<file path="src/rtl/imem_loader.sv">
// Byte-stream programmer for the instruction memory: packs a little-endian byte stream into 32-bit words
// and writes them word-aligned from BASE_ADDR, holding the core in reset until a sentinel or a full memory ends the load.
module imem_loader #(
  parameter int          DEPTH_WORDS = 32,
  parameter logic [31:0] BASE_ADDR   = 32'h0000_0000,
  parameter logic [31:0] SENTINEL    = 32'hFFFF_FFFF
) (
  input  logic                             clk,
  input  logic                             rst_n,
  input  logic                             start,
  input  logic [7:0]                       in_data,
  input  logic                             in_valid,
  output logic                             in_ready,
  output logic                             wr_en,
  output logic [31:0]                      wr_addr,
  output logic [31:0]                      wr_data,
  output logic [$clog2(DEPTH_WORDS):0]     word_count,
  output logic                             load_done,
  output logic                             overflow,
  output logic                             cpu_hold
);

  localparam int CW = $clog2(DEPTH_WORDS) + 1;
  localparam logic [CW-1:0] LAST_CNT = CW'(DEPTH_WORDS - 1);

  localparam logic [1:0] IDLE    = 2'd0;
  localparam logic [1:0] COLLECT = 2'd1;
  localparam logic [1:0] WRITE   = 2'd2;
  localparam logic [1:0] DONE    = 2'd3;

  logic [1:0]    state;
  logic [1:0]    byte_idx;
  logic [CW-1:0] word_idx;
  logic [23:0]   asm_buf;
  logic          full_term;

  always_ff @(posedge clk or negedge rst_n) begin
    if (!rst_n) begin
      state      <= IDLE;
      byte_idx   <= 2'd0;
      word_idx   <= '0;
      asm_buf    <= 24'd0;
      full_term  <= 1'b0;
      in_ready   <= 1'b0;
      wr_en      <= 1'b0;
      wr_addr    <= 32'd0;
      wr_data    <= 32'd0;
      word_count <= '0;
      load_done  <= 1'b0;
      overflow   <= 1'b0;
      cpu_hold   <= 1'b1;
    end else begin
      case (state)
        IDLE, DONE: begin
          if (start) begin
            state      <= COLLECT;
            in_ready   <= 1'b1;
            byte_idx   <= 2'd0;
            word_idx   <= '0;
            word_count <= '0;
            load_done  <= 1'b0;
            overflow   <= 1'b0;
            full_term  <= 1'b0;
            cpu_hold   <= 1'b1;
          end else if (state == DONE && full_term && in_valid) begin
            overflow <= 1'b1;
          end
        end

        COLLECT: begin
          if (in_valid && in_ready) begin
            byte_idx <= byte_idx + 2'd1;
            case (byte_idx)
              2'd0:    asm_buf[7:0]   <= in_data;
              2'd1:    asm_buf[15:8]  <= in_data;
              2'd2:    asm_buf[23:16] <= in_data;
              default: begin
                // Last lane goes straight into the write register, saving a cycle.
                state    <= WRITE;
                in_ready <= 1'b0;
                wr_en    <= 1'b1;
                wr_addr  <= BASE_ADDR + (32'(word_idx) << 2);
                wr_data  <= {in_data, asm_buf};
              end
            endcase
          end
        end

        WRITE: begin
          wr_en <= 1'b0;
          if (wr_data == SENTINEL) begin
            state     <= DONE;
            load_done <= 1'b1;
            cpu_hold  <= 1'b0;
          end else begin
            word_count <= word_count + CW'(1);
            word_idx   <= word_idx + CW'(1);
            if (word_count == LAST_CNT) begin
              state     <= DONE;
              full_term <= 1'b1;
              load_done <= 1'b1;
              cpu_hold  <= 1'b0;
            end else begin
              state    <= COLLECT;
              in_ready <= 1'b1;
            end
          end
        end

        default: state <= IDLE;
      endcase
    end
  end

endmodule

</file>
<file path="config.mk">
export PLATFORM = sky130hd
export DESIGN_NAME = imem_loader
export DESIGN_NICKNAME = d
export VERILOG_FILES = /design/src/rtl/imem_loader.sv
export SDC_FILE = /design/constraint.sdc
export NUM_CORES = 1
export LEC_CHECK = 0
export ABC_CLOCK_PERIOD_IN_PS = 2700
export CORE_MARGIN = 1
export CORE_UTILIZATION = 30
export CTS_CLUSTER_SIZE = 14
export DETAILED_ROUTE_END_ITERATION = 6
export HOLD_SLACK_MARGIN = 0.06
export PLACE_DENSITY_LB_ADDON = 0.25
export SYNTH_ARGS = -nofsm -noshare
export SYNTH_HDL_FRONTEND = slang
export SYNTH_SLANG_ARGS = --single-unit
</file>
<file path="constraint.sdc">
create_clock -name clk -period 2.7 [get_ports clk]
set_clock_uncertainty 0.1 [all_clocks]
set_input_delay 0.54 -clock clk [delete_from_list [all_inputs] [get_ports clk]]
set_output_delay 0.54 -clock clk [all_outputs]
set_load 0.05 [all_outputs]
</file>
==> impl_metrics.ini, run 1 <==
[setup_path]
reg2reg_depth = 7
critical_path_buf_inv_count = 1
crit_type = register to primary output
critPathArrivalTime_ns = 1.66
cp_max_fo = 3
cp-start-kind = register
crit_cells = 1
crit_chain = clkdlybuf4s50_1
crit_family = buffers and inverters
cp-end-kind = primary output
cp.required_ns = 2.06
critPathMaxStageDelay_ns = 0.79
worst_path_max_delay_cell = clkdlybuf4s50_1

[synth]
yosys_warnings = 0
syn_inst = 318
synth_seq_cells = 84
synth-edff-count = 0
synth.avg_cell_area_sq_um = 12.4
ys.flop_type = dfrtp_1
netlist-cell-type-count = 42
syn_area_sq_um = 3930
synth-seq-area-share_pct = 53.5
async_flop_share_pct = 100

[die]
start_util_pct = 30.9
chipHeight_microns = 117
coreArea_sq_um = 12700
dieWidth_microns = 117
row_count = 41
io_pins = 87
dieArea_sq_um = 13600

[sta]
finalCritPeriodShare_pct = 85.4
finalHoldViolCount = 0
tns_ns = 0
rsz0062_at_grt = false
finalSetupViolCount = 0
slew_viol_final = 0
max_freq_ghz = 0.434
maxSlewHeadroom_pct = 52.1
fin_crit_ns = 2.30
tightest_slew_ns = 0.713

[pwr]
swShare_pct = 41.0
power_frac_comb_pct = 44.1
intPower_mw = 3.57
leakage_nw = 2.19
power_frac_seq_pct = 34.6
clkPwrFrac_pct = 21.3
power_mw = 6.05
ir_drop_mv = 0.694
pwr_density_cell_nw_per_um2 = 1220
p_sw_mw = 2.48

[cells_and_area]
seq_area_sq_um = 2100
drive_gt1_share_pct = 23.7
antenna_cells = 0
fin_nets = 406
multi_input_area_sq_um = 1630
area_delta_synth_final_pct = 25.9
fin_cells = 560
fillCellCount = 1266
final_core_utilization_pct = 38.9

[grt]
grt_max_degree = 42
grt_pass1_wl_mm = 14.0
grt-ovfl-total = 0
grt_pass1_vias = 2549
grt_use_total_pct = 14.0
grt_antenna_before_repair = 0

[clocking]
cts_made_buffers = 9
cts_hold_buf = 0
cts_tree = built
root_buffer = clkbuf_16
cts-resized-gates = 0
clock_sinks = 84
cts_setup_buffers = 0
clk_latency_ns = 0.33
clk_pin_slew_worst_paths_ns = 0.06
cts_htree_levels = 3
cts.path.max_buffers = 2

[min_path]
hold_path_class = primary input to asynchronous set/reset pin

[placement]
dp_hpwl_mm = 6.05
port_buffers = 60
dp.cells = 545
globalplace.congestion = 0.781

[detailed_routing]
wl_per_cell_microns = 15.4
drcViolationCount = 0
postRouteAntennaNets = 0
routed_wl_mm = 8.60
routed-via-count = 2625
drt-initial-drc-count = 172
avgViaCountPerCell = 4.69
firstDrtPassIters = 4

[job]
drv_cap = 0

[outcome]
status = completed
==> final cells by class <==
type / instances / area share (%)
Tap cell: 172 / 4.34
Multi-Input combinational cell: 216 / 32.9
Inverter: 6 / 0.455
Clock buffer: 11 / 4.70
Sequential cell: 84 / 42.5
Clock inverter: 4 / 1.49
Timing Repair Buffer: 67 / 13.6
==> cells in the mapped netlist, types with 2 or more instances <==
cell | instances | area (sq um)
and3_1 | 3 | 18.8
nand4_1 | 6 | 37.5
buf_4 | 26 | 195
a32o_1 | 2 | 20.0
nand2b_1 | 4 | 25.0
or2_2 | 5 | 31.3
a41oi_1 | 3 | 26.3
dfrtp_1 | 83 | 2080
o31ai_1 | 4 | 30.0
a22o_1 | 6 | 52.6
inv_1 | 6 | 22.5
nor3_1 | 4 | 20.0
o211ai_1 | 2 | 15.0
nand2_1 | 18 | 67.6
buf_2 | 4 | 20.0
mux2_2 | 61 | 687
buf_6 | 4 | 45.0
o21ai_0 | 13 | 65.1
ha_1 | 10 | 125
nor2b_1 | 5 | 31.3
nor2_1 | 8 | 30.0
nand3_1 | 10 | 50.1
a21oi_1 | 9 | 45.0
clkbuf_1 | 2 | 7.51
a31oi_1 | 3 | 18.8
==> sequential cells by signal, summed over array words and instances (netlist names) <==
register    flops
byte_idx        2
asm_buf        24
state           2
word_idx        6
in_ready        1
full_term       1
cpu_hold        1
wr_en           1
wr_data        32
load_done       1
overflow        1
word_count      6
wr_addr         6
==> power by group through the flow <==
stage | clock network (mW) | logic [mW] | registers (mW)
floorplan | 0 | 1.05 | 2.92
global placement | 0 | 2.66 | 2.11
detailed placement | 0 | 2.68 | 2.12
CTS | 1.33 | 2.70 | 2.10
global route | 1.39 | 2.84 | 2.17
finish | 1.29 | 2.67 | 2.09
==> metrics by stage <==
stage | setup WS, ns | area, sq um | hold WS [ns]
finish | 0.396 | 4950 | 0.0848
global route | 0.340 | 4950 | 0.121
CTS | 0.378 | 4950 | 0.112
detailed placement | 0.380 | 4650 | 0.388
global placement | 0.397 | 4650 | 0.381
floorplan | 0.675 | 4030 | 0.144
==> path summary, 6_finish.rpt <==
kind	slack [ns]	start	to
max in group asynchronous	1.80	rst_n	word_idx[0]
max reg2reg	0.51	state[0]	word_idx[3]
max	0.40	cpu_hold	cpu_hold
min reg2reg	0.40	asm_buf[7]	asm_buf[7]
min in group clk	0.40	asm_buf[7]	asm_buf[7]
min	0.08	rst_n	state[0]
==> cells by family (layout without fill, tap and decap cells) <==
family | count (synthesis) | in the layout | share of synthesized area, %
compound gates | 51 | 51 | 8.75
fa+ha+maj | 10 | 10 | 3.18
buf+inv | 43 | 88 | 7.47
flops | 84 | 84 | 53.5
mux | 62 | 62 | 17.7
other cells | 1 | 26 | 0.0953
simple gates | 67 | 67 | 9.29
==> cell usage in the layout, fill, tap and decap left out, drive strengths merged, types with 3 or more instances in the layout <==
cell and instances:
dfrtp 83, mux2 62, clkdlybuf4s50 59, conb 26, nand2 18, o21ai 14, clkbuf 11, nand3 10
ha 10, a21oi 9, nor2 8, buf 8, inv 7, nand4 7, a22o 6, nor2b 6
or2 5, nor3 4, nand2b 4, o31ai 4, and3 3, a41oi 3, a31oi 3
==> routing by layer <==
metal	vias up	share of wire (%)	track usage (%)	wire length, microns
met5	-	0	0	0
met2	88	46	21.1	3970
met4	0	1.8	5.21	153
li1	1217	-	-	-
met1	1308	47	18.6	4020
met3	12	5.4	4.83	462
(Power assumes the default switching activity.)
==> inputs of run 2 (changes only) <==
--- a/config.mk
+++ b/config.mk
@@ -9,3 +9,3 @@
 export CORE_MARGIN = 1
-export CORE_UTILIZATION = 30
+export CORE_UTILIZATION = 45
 export CTS_CLUSTER_SIZE = 14
@@ -17 +17,2 @@
 export SYNTH_SLANG_ARGS = --single-unit
+export TNS_END_PERCENT = 1
--- a/constraint.sdc
+++ b/constraint.sdc
@@ -4,2 +4,2 @@
 set_output_delay 0.54 -clock clk [all_outputs]
-set_load 0.05 [all_outputs]
+set_load 0.1 [all_outputs]
==> run 2 against run 1 <==
Net effect:
- critical path depth increased by 6
- sequential share of layout area increased by 2.9 points
- count of clock-buffer cells in the layout decreased by 2
- non-clock buffer count unchanged
- global-route usage increased by 4.9 points
- sequential cell count unchanged
- final cell count decreased by 12%
- first-iteration DRC count decreased by 33%
- via count decreased by 0.15%
==> impl_metrics.ini, run 2 (synthesis gave the netlist of run 1 again) <==
[outcome]
status = completed

[clocking]
clk_latency_ns = 0.36
cts-resized-gates = 0
cts_htree_levels = 3
cts_setup_buffers = 0
clk_pin_slew_worst_paths_ns = 0.09
cts_hold_buf = 1
clock_sinks = 84
cts.path.max_buffers = 2
cts_made_buffers = 9
cts_tree = built
root_buffer = clkbuf_8

[setup_path]
crit_chain = inv_1 > ha_1 > nand4_2 > nor4_4 > nand3_1 > a31oi_1 > o221ai_1
crit_family = simple AND/OR/NAND/NOR gates
cp_max_fo = 6
cp-end-kind = register
cp-start-kind = register
critPathMaxStageDelay_ns = 0.44
cp.required_ns = 2.82
crit_type = register to register
worst_path_max_delay_cell = dfrtp_1
critical_path_buf_inv_count = 1
critPathArrivalTime_ns = 2.29

[cells_and_area]
largest_registers = wr_data: 32 flops, asm_buf: 24 flops
top_register = wr_data
drive_gt1_share_pct = 36.8
final_common_cell = dfrtp_1
final_cell_mix = dfrtp_1 (83), mux2_2 (61), buf_4 (54), conb_1 (26), nand2_1 (18)
area_delta_synth_final_pct = 17.7
fin_nets = 406
antenna_cells = 0
largest_reg_flops = 32
stdcell_area_sq_um = 4630

[sta]
finalSetupViolCount = 0
fin_hold_ws_ns = 0.406
tightest_slew_ns = 0.652
tns_ns = 0
rsz0062_at_grt = false
slew_viol_final = 0
maxSlewHeadroom_pct = 56.2
finalCritPeriodShare_pct = 80.6
fin_ws_ns = 0.523
max_freq_ghz = 0.459
fin_crit_ns = 2.18
finalHoldViolCount = 0

[min_path]
hold_path_class = register to register

[job]
drv_cap = 0

[detailed_routing]
routed-via-count = 2621
routed-wl-met2_mm = 3.83
maxUsedRoutingLayer = met4
drt-initial-drc-count = 115
m1WireLength_mm = 3.46
postRouteAntennaNets = 0
drcViolationCount = 0
wl_per_cell_microns = 15.9
avgViaCountPerCell = 5.31
routed_wl_mm = 7.85
firstDrtPassIters = 5
wl_met3_microns = 484

[placement]
placed_area_sq_um = 4430
port_buffers = 60
globalplace.congestion = 0.795
pre_cts_ws_ns = 0.402
dp_hpwl_mm = 5.58

[die]
dieWidth_microns = 95.5
io_pins = 87
dieArea_sq_um = 9120
start_util_pct = 47.2
row_count = 33
chipHeight_microns = 95.5
coreArea_sq_um = 8340

[grt]
grt_antenna_before_repair = 0
grt_pass1_vias = 2460
grt_use_total_pct = 18.9
grt_pass1_wl_mm = 12.8
grt_max_degree = 66
grt-ovfl-total = 0
## run 2: per-layer routing
metal,GRT usage (%),vias up
met2,30.0,86
met1,25.0,1300
met5,0,-
met3,5.74,10
met4,5.22,0
li1,-,1225
## run 2: area by class of cell
type,count,area [sq um]
clock buffer,9,124
clock inverter,7,65.1
fill,745,3710
inverter,6,22.5
multi-input combinational,216,1630
sequential,84,2100
tap,105,131
timing repair buffer,67,556
## run 2: worst paths after layout
path                             start           to  slack (ns)  depth (start not counted)
setup / recovery              state[0]  word_idx[2]        0.52                          7
hold / removal             asm_buf[17]  asm_buf[17]        0.41                          1
setup reg to reg              state[0]  word_idx[2]        0.52                          7
hold reg to reg            asm_buf[17]  asm_buf[17]        0.41                          1
max in group asynchronous        rst_n   asm_buf[6]        1.38                          3
min in group asynchronous        rst_n     overflow        0.49                          2
## run 2: through the flow
step           utilization [%]  cells
2_1_floorplan                -    343
3_3_place_gp              53.2    477
3_5_place_dp              53.2    477
4_1_cts                   55.5    494
5_1_grt                   55.5    494
6_report                  55.5    494
## run 2: worst register-to-register path: stages, from the launching register on
cell	delay (ns)
dfrtp_1	0.44
inv_1	0.08
ha_1	0.23
nand4_2	0.14
nor4_4	0.36
nand3_1	0.27
a31oi_1	0.26
o221ai_1	0.15
Power of run 2 is left out: the tool's default activity adds up to more than one toggle a clock period on the data nets, which glitch-free logic cannot reach.
